<file path="config.mk">
export PLATFORM = sky130hd
export DESIGN_NAME = synaptic_current
export DESIGN_NICKNAME = d
export VERILOG_FILES = /design/src/rtl/synaptic_pkg.sv /design/src/rtl/spike_weight_sum.sv /design/src/rtl/synaptic_current.sv
export SDC_FILE = /design/constraint.sdc
export NUM_CORES = 1
export LEC_CHECK = 0
export ABC_AREA = 1
export BUFFER_PORTS_ARGS = -buffer_cell sky130_fd_sc_hd__buf_4
export CAP_MARGIN = 5
export CELL_PAD_IN_SITES_DETAIL_PLACEMENT = 1
export CELL_PAD_IN_SITES_GLOBAL_PLACEMENT = 2
export CORE_ASPECT_RATIO = 0.8
export CORE_UTILIZATION = 38
export CTS_CLUSTER_SIZE = 12
export DETAILED_ROUTE_END_ITERATION = 16
export GPL_ROUTABILITY_DRIVEN = 0
export GPL_TIMING_DRIVEN = 0
export PLACE_DENSITY_LB_ADDON = 0.3
export SYNTH_ARGS = -nofsm -noshare
export SYNTH_HDL_FRONTEND = slang
export SYNTH_SLANG_ARGS = --single-unit
</file>
<file path="constraint.sdc">
create_clock -name clk -period 7.8 [get_ports clk]
set_clock_uncertainty 0.15 [all_clocks]
set_input_delay 0.39 -clock clk [delete_from_list [all_inputs] [get_ports clk]]
set_output_delay 0.39 -clock clk [all_outputs]
set_load 0.01 [all_outputs]
</file>
<file path="src/rtl/synaptic_pkg.sv">
// Shared widths, the write-port request and the arithmetic helpers
// used by the synaptic-current front end.
package synaptic_pkg;

   localparam int CUR_W = 8;
   localparam int W_W   = 8;
   localparam int SUM_W = 11;
   localparam int ACC_W = 12;

   typedef struct packed {
      logic                  en;
      logic [2:0]            addr;
      logic signed [W_W-1:0] data;
   } wr_req_t;

   function automatic logic [CUR_W-1:0] clamp_u8(input logic signed [ACC_W-1:0] t);
      if (t < 0)           return '0;
      else if (t > 12'sd255) return '1;
      else                 return t[CUR_W-1:0];
   endfunction

   // Always remove at least 1 so small currents still drain to zero.
   function automatic logic [CUR_W-1:0] decay_amt(input logic [CUR_W-1:0] i,
                                                  input int unsigned    sh);
      logic [CUR_W-1:0] d;
      d = i >> sh;
      return (d == '0) ? CUR_W'(1) : d;
   endfunction

endpackage

</file>
<file path="src/rtl/spike_weight_sum.sv">
// Weight register file plus the registered weighted sum of the
// spike lines sampled this cycle.
module spike_weight_sum
   import synaptic_pkg::*;
#(
   parameter int                    N_INPUTS    = 4,
   parameter logic signed [W_W-1:0] INIT_WEIGHT = 8'sd16
) (
   input  logic                    clk,
   input  logic                    rst_n,
   input  logic                    ena,
   input  logic [N_INPUTS-1:0]     spike_in,
   input  wr_req_t                 wr,
   output logic signed [SUM_W-1:0] sum
);

   logic [N_INPUTS-1:0][W_W-1:0] weight;
   logic signed [SUM_W-1:0]      sum_nxt;

   // Reads the pre-write weights, so a same-cycle write lands one spike later.
   always_comb begin
      sum_nxt = '0;
      for (int i = 0; i < N_INPUTS; i++)
         if (spike_in[i]) sum_nxt = sum_nxt + SUM_W'($signed(weight[i]));
   end

   always_ff @(posedge clk or negedge rst_n) begin
      if (!rst_n) begin
         for (int i = 0; i < N_INPUTS; i++) weight[i] <= INIT_WEIGHT;
      end else begin
         for (int i = 0; i < N_INPUTS; i++)
            if (wr.en && wr.addr == 3'(i)) weight[i] <= wr.data;
      end
   end

   always_ff @(posedge clk or negedge rst_n) begin
      if (!rst_n)   sum <= '0;
      else if (ena) sum <= sum_nxt;
      else          sum <= '0;
   end

endmodule

</file>
<file path="src/rtl/synaptic_current.sv">
// Decaying, saturating synaptic-current accumulator feeding the EIF
// neuron; stage 1 (weighted spike sum) lives in spike_weight_sum.
module synaptic_current
   import synaptic_pkg::*;
#(
   parameter int                    N_INPUTS     = 4,
   parameter int                    DECAY_PERIOD = 4,
   parameter int                    DECAY_SHIFT  = 3,
   parameter logic signed [W_W-1:0] INIT_WEIGHT  = 8'sd16
) (
   input  logic                clk,
   input  logic                rst_n,
   input  logic                ena,
   input  logic [N_INPUTS-1:0] spike_in,
   input  logic                wr_en,
   input  logic [2:0]          wr_addr,
   input  logic [W_W-1:0]      wr_data,
   output logic [CUR_W-1:0]    current,
   output logic                sat
);

   localparam int CNT_W = (DECAY_PERIOD > 1) ? $clog2(DECAY_PERIOD) : 1;

   logic [CNT_W-1:0]        cnt;
   logic                    tick;
   logic signed [SUM_W-1:0] sum;
   logic [CUR_W-1:0]        id;
   logic signed [ACC_W-1:0] total;
   wr_req_t                 wr;

   assign wr = '{en: wr_en, addr: wr_addr, data: wr_data};

   spike_weight_sum #(
      .N_INPUTS    (N_INPUTS),
      .INIT_WEIGHT (INIT_WEIGHT)
   ) u_sum (
      .clk      (clk),
      .rst_n    (rst_n),
      .ena      (ena),
      .spike_in (spike_in),
      .wr       (wr),
      .sum      (sum)
   );

   assign tick = ena && (cnt == CNT_W'(DECAY_PERIOD - 1));

   always_ff @(posedge clk or negedge rst_n) begin
      if (!rst_n)   cnt <= '0;
      else if (ena) cnt <= tick ? '0 : cnt + CNT_W'(1);
   end

   // Decay first, then add this cycle's stage-1 sum.
   always_comb begin
      id    = (tick && current != '0) ? current - decay_amt(current, DECAY_SHIFT) : current;
      total = $signed({{(ACC_W-CUR_W){1'b0}}, id}) + ACC_W'(sum);
   end

   always_ff @(posedge clk or negedge rst_n) begin
      if (!rst_n) begin
         current <= '0;
         sat     <= 1'b0;
      end else if (ena) begin
         current <= clamp_u8(total);
         sat     <= (total > 12'sd255);
      end else begin
         sat     <= 1'b0;
      end
   end

endmodule

</file>
* Yosys cells after proc, flatten, opt, wreduce, memory -nomap -nowiden *
Cells that the tools add are included.

storage, ports and cells
  register bits = 54
  bits of input ports = 19
  output and inout bits = 9
  word-level logic and storage cells = 40

cells by class
  add/sub/neg operators = 6
  $lt $le $gt $ge = 2
  equality and inequality tests = 4
  mux-type cells = 11
  reductions and logical operators = 9

operator list
  kind                                                                    count
  11-bit 2-to-1 mux                                                       5
  11-bit by 8-bit adder with 11-bit output                                3
  8-bit 2-to-1 mux                                                        3
  9-bit by 11-bit adder with 12-bit output                                1
  12-bit by 9-bit > comparator with 1-bit output (second input constant)  1
  12-bit by 1-bit < comparator with 1-bit output (second input constant)  1
  8-bit zero test                                                         1
  8-bit nonzero test                                                      1
  8-bit by 5-bit subtractor with 8-bit output                             1
  3-bit by 2-bit == test with 1-bit output (second input constant)        2
  1-bit logical AND                                                       6
  5-bit 2-to-1 mux                                                        1
  3-bit by 1-bit == test with 1-bit output (second input constant)        1
  3-bit zero test                                                         1
  2-bit by 1-bit adder with 2-bit output (second input constant)          1
  2-bit == test (second input constant)                                   1
  2-bit 2-to-1 mux                                                        1
  1-bit 2-to-1 mux                                                        1

* Logic depth before layout (Yosys ltp) *
Gate-level depths: netlist (run 1).

  depth in word-level cells = 8
  depth in mapped cells = 31
  depth with buffers taken out = 30

* Modules after synthesis *
Synthesis (run 1) repeated with hierarchy kept, for this count alone.

unflattened totals
  cell total of the unflattened synthesis = 693
  area total of the unflattened synthesis = 4885.9 sq um

modules (own cells, without submodules)
  module            instances  cells each  area each (sq um)  sequential area each (sq um)
  spike_weight_sum  1          489         3502.1             1081.0
  synaptic_current  1          204         1383.8             275.3

* Worst setup path before layout (run 1) *
No wires, ideal clock.

  kind = input port to flip-flop
  start = input spike_in[0]
  end = register u_sum.sum[5]
  setup time = 0.113 ns
  arrival = 3.848 ns
  required time = 7.537 ns
  setup slack = 3.689 ns
  stages on the path = 28
  buffers on the path = 1
  cell sequence = buf_2 -> nand2_1 -> inv_1 -> ha_1 -> a21oi_1 -> nand2_1 -> or2_2 -> nand3_1 -> nand2_1 -> ha_1 -> nand2_1 -> nand2_1 -> o21bai_1 -> or2_2 -> nand3_1 -> nand2_1 -> ha_1 -> inv_1 -> o21bai_1 -> or2_2 -> a21oi_1 -> nor2_1 -> nor2_1 -> nand2_1 -> nand2_1 -> inv_1 -> nand2_1 -> inv_1

on the way
  word-level cells in the longest chain between the ends = 8

RTL lines
  element                                   line                    RTL
  start: declaration                        synaptic_current.sv:14  input logic [N_INPUTS-1:0] spike_in,
  11-bit 2-to-1 mux (*)                     spike_weight_sum.sv:24  if (spike_in[i]) sum_nxt = sum_nxt + SUM_W'($signed(weight[i]));
  11-bit by 8-bit adder with 11-bit output  spike_weight_sum.sv:24
  11-bit 2-to-1 mux (*)                     spike_weight_sum.sv:24
  11-bit by 8-bit adder with 11-bit output  spike_weight_sum.sv:24
  11-bit 2-to-1 mux (*)                     spike_weight_sum.sv:24
  11-bit by 8-bit adder with 11-bit output  spike_weight_sum.sv:24
  11-bit 2-to-1 mux (*)                     spike_weight_sum.sv:24
  11-bit 2-to-1 mux (*)                     spike_weight_sum.sv:38  else if (ena) sum <= sum_nxt;
  end signal: assignment                    spike_weight_sum.sv:38
  end: declaration                          spike_weight_sum.sv:14  output logic signed [SUM_W-1:0] sum

Mark *: on every way between the ends. The rest lies on a longest branch, timed or not.
A chain may end at the register's enable or synchronous reset.

* Final worst setup path (run 1) *
  start = register u_sum.weight[0] (netlist bit)
  end = register u_sum.sum[10]

on the way
  word-level cells in the longest chain between the ends = 8

RTL lines
  element                                   line                    RTL
  start: declaration                        spike_weight_sum.sv:17  logic [N_INPUTS-1:0][W_W-1:0] weight;
  start signal: indexed assignment          spike_weight_sum.sv:32  if (wr.en && wr.addr == 3'(i)) weight[i] <= wr.data;
  11-bit 2-to-1 mux (*)                     spike_weight_sum.sv:24
  11-bit by 8-bit adder with 11-bit output  spike_weight_sum.sv:24
  11-bit 2-to-1 mux (*)                     spike_weight_sum.sv:24
  11-bit by 8-bit adder with 11-bit output  spike_weight_sum.sv:24
  11-bit 2-to-1 mux (*)                     spike_weight_sum.sv:24
  11-bit by 8-bit adder with 11-bit output  spike_weight_sum.sv:24
  11-bit 2-to-1 mux (*)                     spike_weight_sum.sv:24
  11-bit 2-to-1 mux (*)                     spike_weight_sum.sv:38

Marks and branches as above.

==> flow_summary_export.csv, run 1 <==
group,metric,value,unit
pwr,vdd_drop_max,0.000106,V
grt,grt_max_degree,55,
synthesis,syn_nets,742,
pwr,power_leakage,2.86,nW
worst_setup_path,worst-setup-path-type,"reg2reg",
timing,holdWs,-28.5,ps
timing,final.setup.tns,0,ps
floorplan,start_util,0.395,
detailed_routing,drtAntennaViolNets,0,
synthesis,synthTopCellsByArea,"dfrtp_1 (27%), nand2_1 (17%), ha_1 (12%), inv_1 (8.1%), nand3_1 (6.6%)",
grt,grt_pass1_vias,4570,
placed_design,dp.cells,848,
floorplan,dieHeight,101,um
synthesis,synth_ff_type,"dfrtp_1",
pwr,p_int,0.000896,W
floorplan,fp.dieW,125,um
finish,finalCoreUtilization,0.441,
finish,syn2layout_area_growth,11.7,%
finish,drive_gt1_frac,0.0862,
job,cap_violations,0,
synthesis,syn_area,4610,um^2
detailed_routing,drt_iter0_drc,189,
grt,grt_pass1_wl,24000,um
synthesis,ys_seq_area_frac,0.294,
synthesis,yosys-top-cells-count,"nand2_1 (205), inv_1 (99), nand3_1 (61)",
timing,rsz0062_at_grt,"false",
clock_network,cts_resized,0,
clock_network,holdBufCountCts,0,
timing,maxSlewHeadroom,0.531,
clock_network,clk_pin_slew,80,ps
clock_network,cts_sinks,54,
worst_setup_path,critPathCaptureType,"flop",
worst_setup_path,rr_worst_depth,26,
synthesis,ys_seq_elements,54,
clock_network,cts_made_buffers,5,
worst_setup_path,critPathRequiredTime,7870,ps
finish,fin_nets,774,
clock_network,htreeDepth,2,
outcome,violations,"negative hold slack",
pwr,switching_share,0.477,
detailed_routing,wl_per_cell,16.7,um
detailed_routing,drt-vias-per-instance,5.19,
pwr,pwr-share-clk,0.153,
detailed_routing,drt-total-wl,14300,um
floorplan,rows,35,
worst_setup_path,slowest_delay,460,ps
synthesis,syn_inst,675,
floorplan,fp.coreArea,11700,um^2
clock_network,clockRootBuffer,"clkbuf_16",
synthesis,ys_types,34,
finish,nFillCells,1500,
detailed_routing,drtPass1Iterations,6,
synthesis,synthArstFlopShare,1.00,
pwr,p_switching,0.000817,W
placed_design,io_buffer_count,25,
timing,fin_crit,4940,ps
clock_network,postCtsSetupRepairBufs,0,
placed_design,dp_hpwl,11800,um
finish,instances_no_fill,856,
synthesis,synth_top_area_cell,"dfrtp_1",
finish,antennaDiodeCount,0,
worst_setup_path,r2r_slack,2860,ps
timing,tightestPinTransition,703,ps
grt,grt.total_usage,0.243,
synthesis,syn_area_per_cell,6.84,um^2
synthesis,ys_warn_count,0,
floorplan,ios,28,
clock_network,clockBufferDepth,2,
worst_setup_path,r2r_end,"u_sum.sum[10]",
clock_network,insertion_delay,300,ps
worst_setup_path,cp_data_arrival_time,5010,ps
worst_setup_path,cp_max_fo,6,
pwr,p_per_area,332,nW/um^2
pwr,p_comb_frac,0.596,
grt,grt_overflow,0,
timing,period_share,0.633,
synthesis,yosysMostFrequentCell,"nand2_1",
worst_setup_path,critPathSlowestCell,"o21ai_0",
clock_network,cts_tree,"done",
worst_setup_path,cp_common_cell,"nand2_1",
worst_setup_path,reg2reg_from,"u_sum.weight[0]",
floorplan,dieArea,12600,um^2
synthesis,synth_edf_count,0,
worst_hold_path,hold_path.class,"in2async",
detailed_routing,vias,4443,
detailed_routing,drc,0,
outcome,status,"complete, but fails checks",
pwr,pwr-share-seq,0.251,
worst_setup_path,critPathLaunchType,"flop",
grt,antenna_found_initial,0,
timing,setup_violations,0,
timing,max_freq,202,MHz
timing,hold_viol,16,
synthesis,yosysTopAreaCellShare,0.271,
timing,drv_slew,0,
per-stage QoR:
stage | setup WS [ps] | total power [W] | instance area (um^2) | hold slack, ps
after floorplan | 3690 | 0.00115 | 4610 | -55.6
after global placement | 2800 | 0.00140 | 4990 | 306
after detailed placement | 2650 | 0.00145 | 4990 | 325
after CTS | 2800 | 0.00172 | 5150 | 20.2
after global routing | 2390 | 0.00188 | 5150 | 33.8
final | 2860 | 0.00171 | 5150 | -28.5
metal layers:
metal,part of all wire,vias up,wire [um],track usage
li1,-,2224,-,-
met1,0.52,2165,7460,0.358
met2,0.44,50,6270,0.385
met3,0.036,4,519,0.0382
met4,0.0039,0,56,0.0300
met5,0,-,0,0
placed cells by master, fill, tap and decap left out, types with 2 or more instances in the layout:
cell	synthesis	routed
o21ai_1	6	6
o21bai_1	6	6
or2_2	6	6
nand2_2	4	4
nand2_1	205	205
xor2_1	12	12
ha_1	43	43
clkbuf_1	9	10
nor2_1	34	34
a21oi_1	32	32
nand3b_1	3	3
clkbuf_16	0	5
a31oi_1	2	2
dfrtp_1	50	50
dfstp_2	4	4
xnor2_1	9	9
nand3_1	61	61
a21o_1	2	2
buf_2	3	3
nor2_2	4	4
nand4_1	13	13
o21ai_0	50	50
fa_1	5	5
buf_4	0	25
nor3_1	3	3
inv_1	99	99
cell type report:
cell class | instances | area, um^2 | area share
Tap cell | 148 | 185 | 0.0359
Multi-Input combinational cell | 508 | 2830 | 0.549
Buffer | 12 | 48.8 | 0.00947
Timing Repair Buffer | 25 | 188 | 0.0364
Clock inverter | 2 | 38.8 | 0.00752
Inverter | 101 | 379 | 0.0735
Sequential cell | 54 | 1360 | 0.263
Clock buffer | 6 | 129 | 0.0250
logic make-up (layout without fill, tap and decap cells):
logic type | count (synthesis) | after routing | share of synthesized area
AND/OR/NAND/NOR | 337 | 337 | 0.315
buffers and inverters | 113 | 146 | 0.0927
adder cells (fa/ha/maj) | 48 | 48 | 0.138
XOR/XNOR | 21 | 21 | 0.0399
flip-flops | 54 | 54 | 0.294
AO/OA/AOI/OAI | 102 | 102 | 0.121
sequential cells by signal, indices dropped and copies added (netlist names):
name / flops
sat: 1
u_sum.weight: 32
current: 8
u_sum.sum: 11
cnt: 2
worst max path at each step:
stage                                from  cells after the start             to  slack (ps)
after floorplan               spike_in[0]                     28   u_sum.sum[5]        3690
after global placement        spike_in[0]                     27  u_sum.sum[10]        2800
after detailed placement      spike_in[0]                     27  u_sum.sum[10]        2650
after CTS                 u_sum.weight[0]                     26  u_sum.sum[10]        2800
after global routing      u_sum.weight[0]                     26  u_sum.sum[10]        2390
final                     u_sum.weight[0]                     26  u_sum.sum[10]        2860
worst max-delay path, delay by kind of cell, from the launching register on:
kind / cells / cell delay, ps
buf+inv: 3 / 210
flops: 1 / 380
simple gates: 14 / 1490
xor+xnor: 2 / 250
fa+ha+maj: 4 / 1400
compound gates: 3 / 980
power by group through the flow:
stage	combinational [W]	sequential, W	clock, W
finish	0.00102	0.000430	0.000262
floorplan	0.000729	0.000421	0
global placement	0.000969	0.000430	0
CTS	0.00102	0.000431	0.000267
detailed placement	0.00101	0.000435	0
global route	0.00116	0.000441	0.000278
Power figures use the tool's default switching activity.
==> run 2: changes to the inputs <==
--- a/config.mk
+++ b/config.mk
@@ -5,13 +5,13 @@
 export SDC_FILE = /design/constraint.sdc
 export NUM_CORES = 1
 export LEC_CHECK = 0
-export ABC_AREA = 1
+export ABC_AREA = 0
 export BUFFER_PORTS_ARGS = -buffer_cell sky130_fd_sc_hd__buf_4
 export CAP_MARGIN = 5
 export CELL_PAD_IN_SITES_DETAIL_PLACEMENT = 1
 export CELL_PAD_IN_SITES_GLOBAL_PLACEMENT = 2
 export CORE_ASPECT_RATIO = 0.8
-export CORE_UTILIZATION = 38
+export CORE_UTILIZATION = 39
 export CTS_CLUSTER_SIZE = 12
 export DETAILED_ROUTE_END_ITERATION = 16
 export GPL_ROUTABILITY_DRIVEN = 0
==> constraint.sdc (replaced) <==
create_clock -name clk -period 4.91 [get_ports clk]
set_clock_uncertainty 0.15 [all_clocks]
set_input_delay 0.2455 -clock clk [delete_from_list [all_inputs] [get_ports clk]]
set_output_delay 0.2455 -clock clk [all_outputs]
set_load 0.01 [all_outputs]
==> run 2 against run 1 <==
Effect of this change: the run now ends clean; utilization grew 4.5 points; largest cell class unchanged; sequential share of layout area down 0.69 points; combinational power rose by 110%; first-iteration DRC count down 48%; routed wire length down 13%; critical path depth down 7; register-to-register slack worse by 2700 ps; synthesized cell count fell by 30%; via count down 16%; critical path type unchanged; clock-buffer cell count stayed put.
==> flow_summary_export.csv, run 2 <==
group,metric,value,unit
finish,largestRegisters,"u_sum.weight x32, u_sum.sum x11, current x8",
grt,grt.met3_usage,0.0313,
floorplan,rows,34,
worst_hold_path,hold_path.class,"in2reg",
detailed_routing,drc,0,
synthesis,ys_types,54,
placed_design,dp_hpwl,9240,um
worst_setup_path,critPathRequiredTime,4940,ps
detailed_routing,drt_iter0_drc,98,
finish,syn2layout_area_growth,21.0,%
pwr,p_int,0.00182,W
floorplan,dieHeight,96.7,um
synthesis,syn_area_per_cell,9.23,um^2
detailed_routing,vias,3748,
finish,multi_input_area,3140,um^2
finish,drive_gt1_frac,0.266,
clock_network,htreeDepth,2,
finish,largest_reg_flops,32,
worst_setup_path,slowest_delay,410,ps
pwr,pwr-share-seq,0.217,
clock_network,cts_tree,"done",
placed_design,io_buffer_count,25,
pwr,p_switching,0.00147,W
timing,max_freq,209,MHz
synthesis,ys_warn_count,0,
synthesis,syn_nets,541,
pwr,total_power,0.00329,W
grt,busiest_layer,"met2",
finish,nFillCells,1264,
floorplan,start_util,0.402,
grt,grt.total_usage,0.223,
synthesis,synthArstFlopShare,1.00,
worst_setup_path,cp_data_arrival_time,4820,ps
grt,antenna_found_initial,0,
finish,largest_register,"u_sum.weight",
grt,grt_use_met1,0.332,
pwr,power_leakage,2.32,nW
pwr,switching_share,0.446,
timing,holdWs,45.8,ps
pwr,pwr-share-clk,0.127,
synthesis,syn_area,4380,um^2
job,cap_violations,0,
worst_setup_path,worst-setup-path-type,"reg2reg",
synthesis,yosys-top-cells-count,"dfrtp_1 (50), ha_1 (43), inv_1 (39)",
grt,grt_pass1_vias,3961,
clock_network,insertion_delay,300,ps
timing,drv_slew,0,
worst_setup_path,cp_max_fo,4,
outcome,status,"finished clean",
finish,final_area,5290,um^2
grt,grt_overflow,0,
timing,rsz0062_at_grt,"true",
floorplan,fp.coreArea,10900,um^2
worst_setup_path,critPathLaunchType,"flop",
detailed_routing,drtAntennaViolNets,0,
worst_setup_path,critPathSlowestCell,"fa_2",
synthesis,ys_seq_elements,54,
timing,setup_violations,0,
clock_network,clk_pin_slew,70,ps
worst_setup_path,critPathCaptureType,"flop",
finish,fin_nets,582,
synthesis,ys_seq_area_frac,0.310,
floorplan,dieArea,11600,um^2
floorplan,fp.dieW,120,um
clock_network,clockBufferDepth,2,
grt,grt_max_degree,55,
floorplan,ios,28,
timing,fin_crit,4790,ps
synthesis,synth_ff_type,"dfrtp_1",
grt,grt_pass1_wl,20300,um
synthesis,syn_inst,474,
grt,met2_usage,0.347,
finish,antennaDiodeCount,0,
synthesis,synth_edf_count,0,
detailed_routing,drtPass1Iterations,4,
clock_network,clockRootBuffer,"clkbuf_16",
detailed_routing,drt-vias-per-instance,5.68,
synthesis,yosysMostFrequentCell,"dfrtp_1",
worst_setup_path,path_cells,"and2_1, ha_4, fa_2, buf_4, xnor2_1, a21oi_2, ha_2, or2_2, o2111ai_4, nand2_1, xor2_1, a221o_1, ha_2, a211oi_2, o211ai_1, a31o_2, a21oi_1, xor2_1, o2bb2ai_1",
finish,regArea,1360,um^2
pwr,vdd_drop_max,0.000192,V
synthesis,yosysTopAreaCellShare,0.286,
clock_network,cts_sinks,54,
synthesis,synth_top_area_cell,"dfrtp_1",
timing,tightestPinTransition,903,ps
detailed_routing,wl_per_cell,18.9,um
finish,final_common_cell,"dfrtp_1",
synthesis,synthTopCellsByArea,"dfrtp_1 (29%), ha_1 (12%), mux2_2 (9.3%), xnor2_1 (3.8%), inv_1 (3.3%)",
timing,maxSlewHeadroom,0.396,
timing,hold_viol,0,
pwr,p_comb_frac,0.655,
finish,layout_common_cells,"dfrtp_1 (50), inv_1 (39), nand2_1 (38)",
clock_network,cts_made_buffers,5,
placed_design,placed_area,4740,um^2
detailed_routing,drt-total-wl,12500,um
pwr,p_per_area,622,nW/um^2
timing,period_share,0.976,
timing,final.setup.tns,0,ps
-- run 2: cell types whose count changed in the layout (fill, tap and decap cells not counted), sizes merged, moves of 7 or more --
cell and change:
a211oi +15, inv -61, nand4 -13, buf +7
mux2 +36, xnor2 +10, o21ai -32, nand2b +9
nand2 -172, o22ai +11, a21o +12, nand3 -57
-- run 2: cells by family (layout without fill, tap and decap cells) --
| family | after synthesis | after routing | synth area share |
|---|---|---|---|
| buffers and inverters | 48 | 90 | 0.0415 |
| adder cells (fa/ha/maj) | 50 | 50 | 0.150 |
| multiplexers | 40 | 40 | 0.102 |
| flip-flops | 54 | 54 | 0.310 |
| AO/OA/AOI/OAI | 132 | 132 | 0.207 |
| AND/OR/NAND/NOR | 120 | 120 | 0.130 |
| XOR/XNOR | 30 | 30 | 0.0601 |
-- run 2: worst paths after layout --
check | from | to | slack, ps | cells past startpoint
setup / recovery | u_sum.weight[0] | u_sum.sum[9] | 120 | 19
hold / removal | wr_data[1] | u_sum.weight[17] | 50 | 3
setup reg to reg | u_sum.weight[0] | u_sum.sum[9] | 120 | 19
hold reg to reg | u_sum.weight[2] | u_sum.weight[2] | 360 | 1
max in group asynchronous | rst_n | u_sum.sum[5] | 3710 | 2
min in group asynchronous | rst_n | u_sum.weight[1] | 400 | 2
-- run 2: critical path: cells and delay by family, from the launching register on --
kind / cells / cell delay [ps]
DFF: 1 / 370
xor gates and xnor gates: 3 / 500
AOI/OAI and AO/OA: 8 / 1700
buffers and inverters: 1 / 160
and+or+nand+nor: 3 / 630
adders and majority gates: 4 / 1140
-- run 2: power by group through the flow --
stage          sequential, W  combinational (W)  clock [W]
3_3_place_gp        0.000711            0.00177          0
4_1_cts             0.000708            0.00194   0.000432
6_report            0.000715            0.00216   0.000419
5_1_grt             0.000736            0.00240   0.000450
2_1_floorplan       0.000697            0.00142          0
3_5_place_dp        0.000717            0.00186          0
-- run 2: metal layers --
layer,wire [um],part of all wire
met1,6450,0.52
met2,5570,0.45
met3,298,0.024
met4,143,0.011
met5,0,0
-- run 2: metrics by stage --
step / utilization / instances / worst slack [ps]
finish: 0.486 / 660 / 120
global route: 0.486 / 660 / -103
CTS: 0.459 / 653 / 0.226
detailed placement: 0.436 / 643 / -479
global placement: 0.436 / 643 / -410
floorplan: - / 474 / 304
-- run 2: what timing repair did --
action                                 in CTS  in global routing
gates resized for setup                    15                 40
hold buffers                                1                  0
endpoints found under the hold margin      50                  0
cloned                                      0                  0
setup buffers                               1                  7
pin swaps                                   4                 17
setup endpoints to repair                   2                 12
-- run 2: final cells by class --
class,count,area share
Clock inverter,2,0.00709
Tap cell,144,0.0340
Inverter,40,0.0284
Sequential cell,54,0.256
Clock buffer,6,0.0243
Buffer,8,0.00615
Timing Repair Buffer,34,0.0511
Multi-Input combinational cell,372,0.593
==> run 3: changes to the inputs <==
--- a/config.mk
+++ b/config.mk
@@ -6,12 +6,12 @@
 export NUM_CORES = 1
 export LEC_CHECK = 0
 export ABC_AREA = 0
-export BUFFER_PORTS_ARGS = -buffer_cell sky130_fd_sc_hd__buf_4
-export CAP_MARGIN = 5
+export BUFFER_PORTS_ARGS = -buffer_cell sky130_fd_sc_hd__buf_2
 export CELL_PAD_IN_SITES_DETAIL_PLACEMENT = 1
 export CELL_PAD_IN_SITES_GLOBAL_PLACEMENT = 2
 export CORE_ASPECT_RATIO = 0.8
-export CORE_UTILIZATION = 39
+export CORE_UTILIZATION = 40
+export CTS_BUF_LIST = sky130_fd_sc_hd__clkbuf_4 sky130_fd_sc_hd__clkbuf_8
 export CTS_CLUSTER_SIZE = 12
 export DETAILED_ROUTE_END_ITERATION = 16
 export GPL_ROUTABILITY_DRIVEN = 0
==> run 3 against run 2 <==
Effect of this change: critical path depth grew 1; sequential power grew 0.6%; hold slack lost 12 ps; combinational power shrank 3%; via count shrank 0.96%; critical path type unchanged.
==> flow_summary_export.csv, run 3 (synthesis results as in run 2) <==
group,metric,value,unit
worst_setup_path,worst-path-buf-inv,0,
finish,regArea,1360,um^2
timing,rsz0062_at_grt,"true",
detailed_routing,drt-total-wl,12300,um
pwr,power_leakage,2.28,nW
finish,final_common_cell,"dfrtp_1",
floorplan,start_util,0.419,
grt,grt_pass1_wl,20100,um
timing,max_freq,204,MHz
outcome,status,"finished clean",
job,cap_violations,0,
grt,grt_max_degree,55,
grt,antenna_found_initial,0,
detailed_routing,vias,3712,
worst_setup_path,critPathLaunchType,"flop",
pwr,total_power,0.00311,W
timing,period_share,1.00,
worst_setup_path,cp_max_fo,4,
floorplan,dieHeight,95.5,um
worst_setup_path,reg2reg_from,"u_sum.weight[0]",
finish,nFillCells,1189,
detailed_routing,drc,0,
clock_network,clockRootBuffer,"clkbuf_8",
timing,final.setup.tns,0,ps
timing,hold_viol,0,
clock_network,cts_tree,"done",
worst_setup_path,critPathSlowestCell,"a2111oi_2",
floorplan,rows,33,
clock_network,clockBufferDepth,2,
detailed_routing,drt_iter0_drc,148,
worst_setup_path,slowest_delay,470,ps
grt,met2_usage,0.371,
worst_setup_path,path_delay_family,"compound AO/OA/AOI/OAI gates",
floorplan,dieArea,11400,um^2
finish,drive_gt1_frac,0.257,
detailed_routing,drtAntennaViolNets,0,
worst_setup_path,cp_data_arrival_time,5010,ps
floorplan,ios,28,
worst_setup_path,cp_common_cell,"a21o_1",
finish,multi_input_area,3110,um^2
timing,fin_crit,4910,ps
worst_setup_path,worst-setup-path-type,"reg2reg",
finish,fin_nets,583,
worst_hold_path,hold_path.startpoint,"wr_data[1]",
timing,drv_slew,0,
finish,antennaDiodeCount,0,
floorplan,fp.dieW,119,um
placed_design,placed_area,4680,um^2
finish,syn2layout_area_growth,17.5,%
detailed_routing,drt-vias-per-instance,5.65,
timing,setup_violations,0,
clock_network,cts_made_buffers,5,
grt,grt_use_met1,0.328,
worst_setup_path,path_cells,"and2_1, ha_2, a211oi_4, nor4_2, a2111oi_2, xnor2_1, a21o_1, ha_4, a21o_1, a21oi_2, o21a_1, and4_1, a211o_1, ha_4, o21ai_0, a21oi_2, nor2_1, a2111o_1, a21o_1, mux2i_1",
finish,layout_common_cells,"dfrtp_1 (50), inv_1 (38), nand2_1 (37), nor2_1 (37), mux2_2 (36)",
grt,grt_overflow,0,
finish,largest_reg_flops,32,
detailed_routing,wl_per_cell,18.7,um
clock_network,insertion_delay,330,ps
placed_design,io_buffer_count,25,
grt,grt_pass1_vias,3793,
pwr,vdd_drop_max,0.000181,V
timing,maxSlewHeadroom,0.376,
worst_setup_path,startpoint,"u_sum.weight[0]",
finish,largest_register,"u_sum.weight",
worst_setup_path,critPathRequiredTime,5010,ps
worst_hold_path,hold_path.class,"in2reg",
pwr,p_per_area,606,nW/um^2
finish,largestRegisters,"u_sum.weight x32, u_sum.sum x11, current x8",
detailed_routing,drtPass1Iterations,4,
timing,tightestPinTransition,933,ps
grt,grt.met3_usage,0.0281,
placed_design,dp_hpwl,9220,um
worst_setup_path,critPathCaptureType,"flop",
clock_network,htreeDepth,2,
clock_network,cts_sinks,54,
finish,final_area,5140,um^2
clock_network,clk_pin_slew,100,ps
floorplan,fp.coreArea,10400,um^2
grt,busiest_layer,"met2",
grt,grt.total_usage,0.229,
run 3: changes by cell type in the layout (fill, tap and decap cells not counted), sizes merged:
cell | previous run | this run
bufinv | 1 | 0
buf | 35 | 36
clkinvlp | 1 | 0
clkbuf | 12 | 14
run 3: layout make-up:
| type | instances | area share |
|---|---|---|
| multi-input cells | 372 | 0.606 |
| flip-flops and latches | 54 | 0.264 |
| repair buffers | 35 | 0.0399 |
| well taps | 140 | 0.0341 |
| inverters | 40 | 0.0292 |
| clock buffers | 8 | 0.0214 |
| plain buffers | 8 | 0.00608 |
run 3: worst register-to-register path, stage by stage, from the launching register on:
cell       delay (ps)
dfrtp_1           400
and2_1            190
ha_2              230
a211oi_4          370
nor4_2             90
a2111oi_2         470
xnor2_1           180
a21o_1            240
ha_4              310
a21o_1            170
a21oi_2            80
o21a_1            130
and4_1            210
a211o_1           330
ha_4              290
o21ai_0           100
a21oi_2           160
nor2_1             50
a2111o_1          390
a21o_1            160
mux2i_1           140
run 3: where the power goes:
| part | leakage, nW | switching, W | internal [W] | total (W) |
|---|---|---|---|---|
| combinational | 1.58 | 0.00115 | 0.000944 | 0.00209 |
| clock | 0.0575 | 0.000163 | 0.000143 | 0.000306 |
| sequential | 0.643 | 0.000131 | 0.000587 | 0.000719 |
| total | 2.28 | 0.00144 | 0.00167 | 0.00311 |
run 3: metrics by stage:
| stage | std cells | setup slack, ps | utilization | hold slack [ps] |
|---|---|---|---|---|
| 5_1_grt | 657 | -175 | 0.492 | 53.8 |
| 6_report | 657 | 2.37 | 0.492 | 34.3 |
| 3_5_place_dp | 639 | -509 | 0.448 | 352 |
| 2_1_floorplan | 474 | 304 | - | -200 |
| 3_3_place_gp | 639 | -379 | 0.448 | 336 |
| 4_1_cts | 654 | -21.2 | 0.471 | 41.1 |
run 3: worst paths after layout:
| kind | end | slack [ps] | cells past startpoint |
|---|---|---|---|
| worst max-delay path | u_sum.sum[10] | 2 | 20 |
| worst min-delay path | u_sum.weight[17] | 30 | 3 |
| worst max register to register | u_sum.sum[10] | 2 | 20 |
| worst min register to register | u_sum.weight[3] | 380 | 1 |
| max in group asynchronous | u_sum.weight[31] | 3760 | 2 |
| min in group asynchronous | u_sum.weight[1] | 350 | 2 |
run 3: layer usage:
layer | vias to the layer above | routed length (um)
met5 | - | 0
met4 | 0 | 141
met3 | 11 | 357
met2 | 62 | 5490
met1 | 1854 | 6310
li1 | 1785 | -
run 3: timing repair:
item                                    CTS  global route
gates cloned                              0             0
setup buffers                             7             2
resized for setup                        16            33
pin swaps                                 6            16
endpoints found under the setup margin    2            13
hold endpoints to repair                  0            50
hold buffers                              0             1
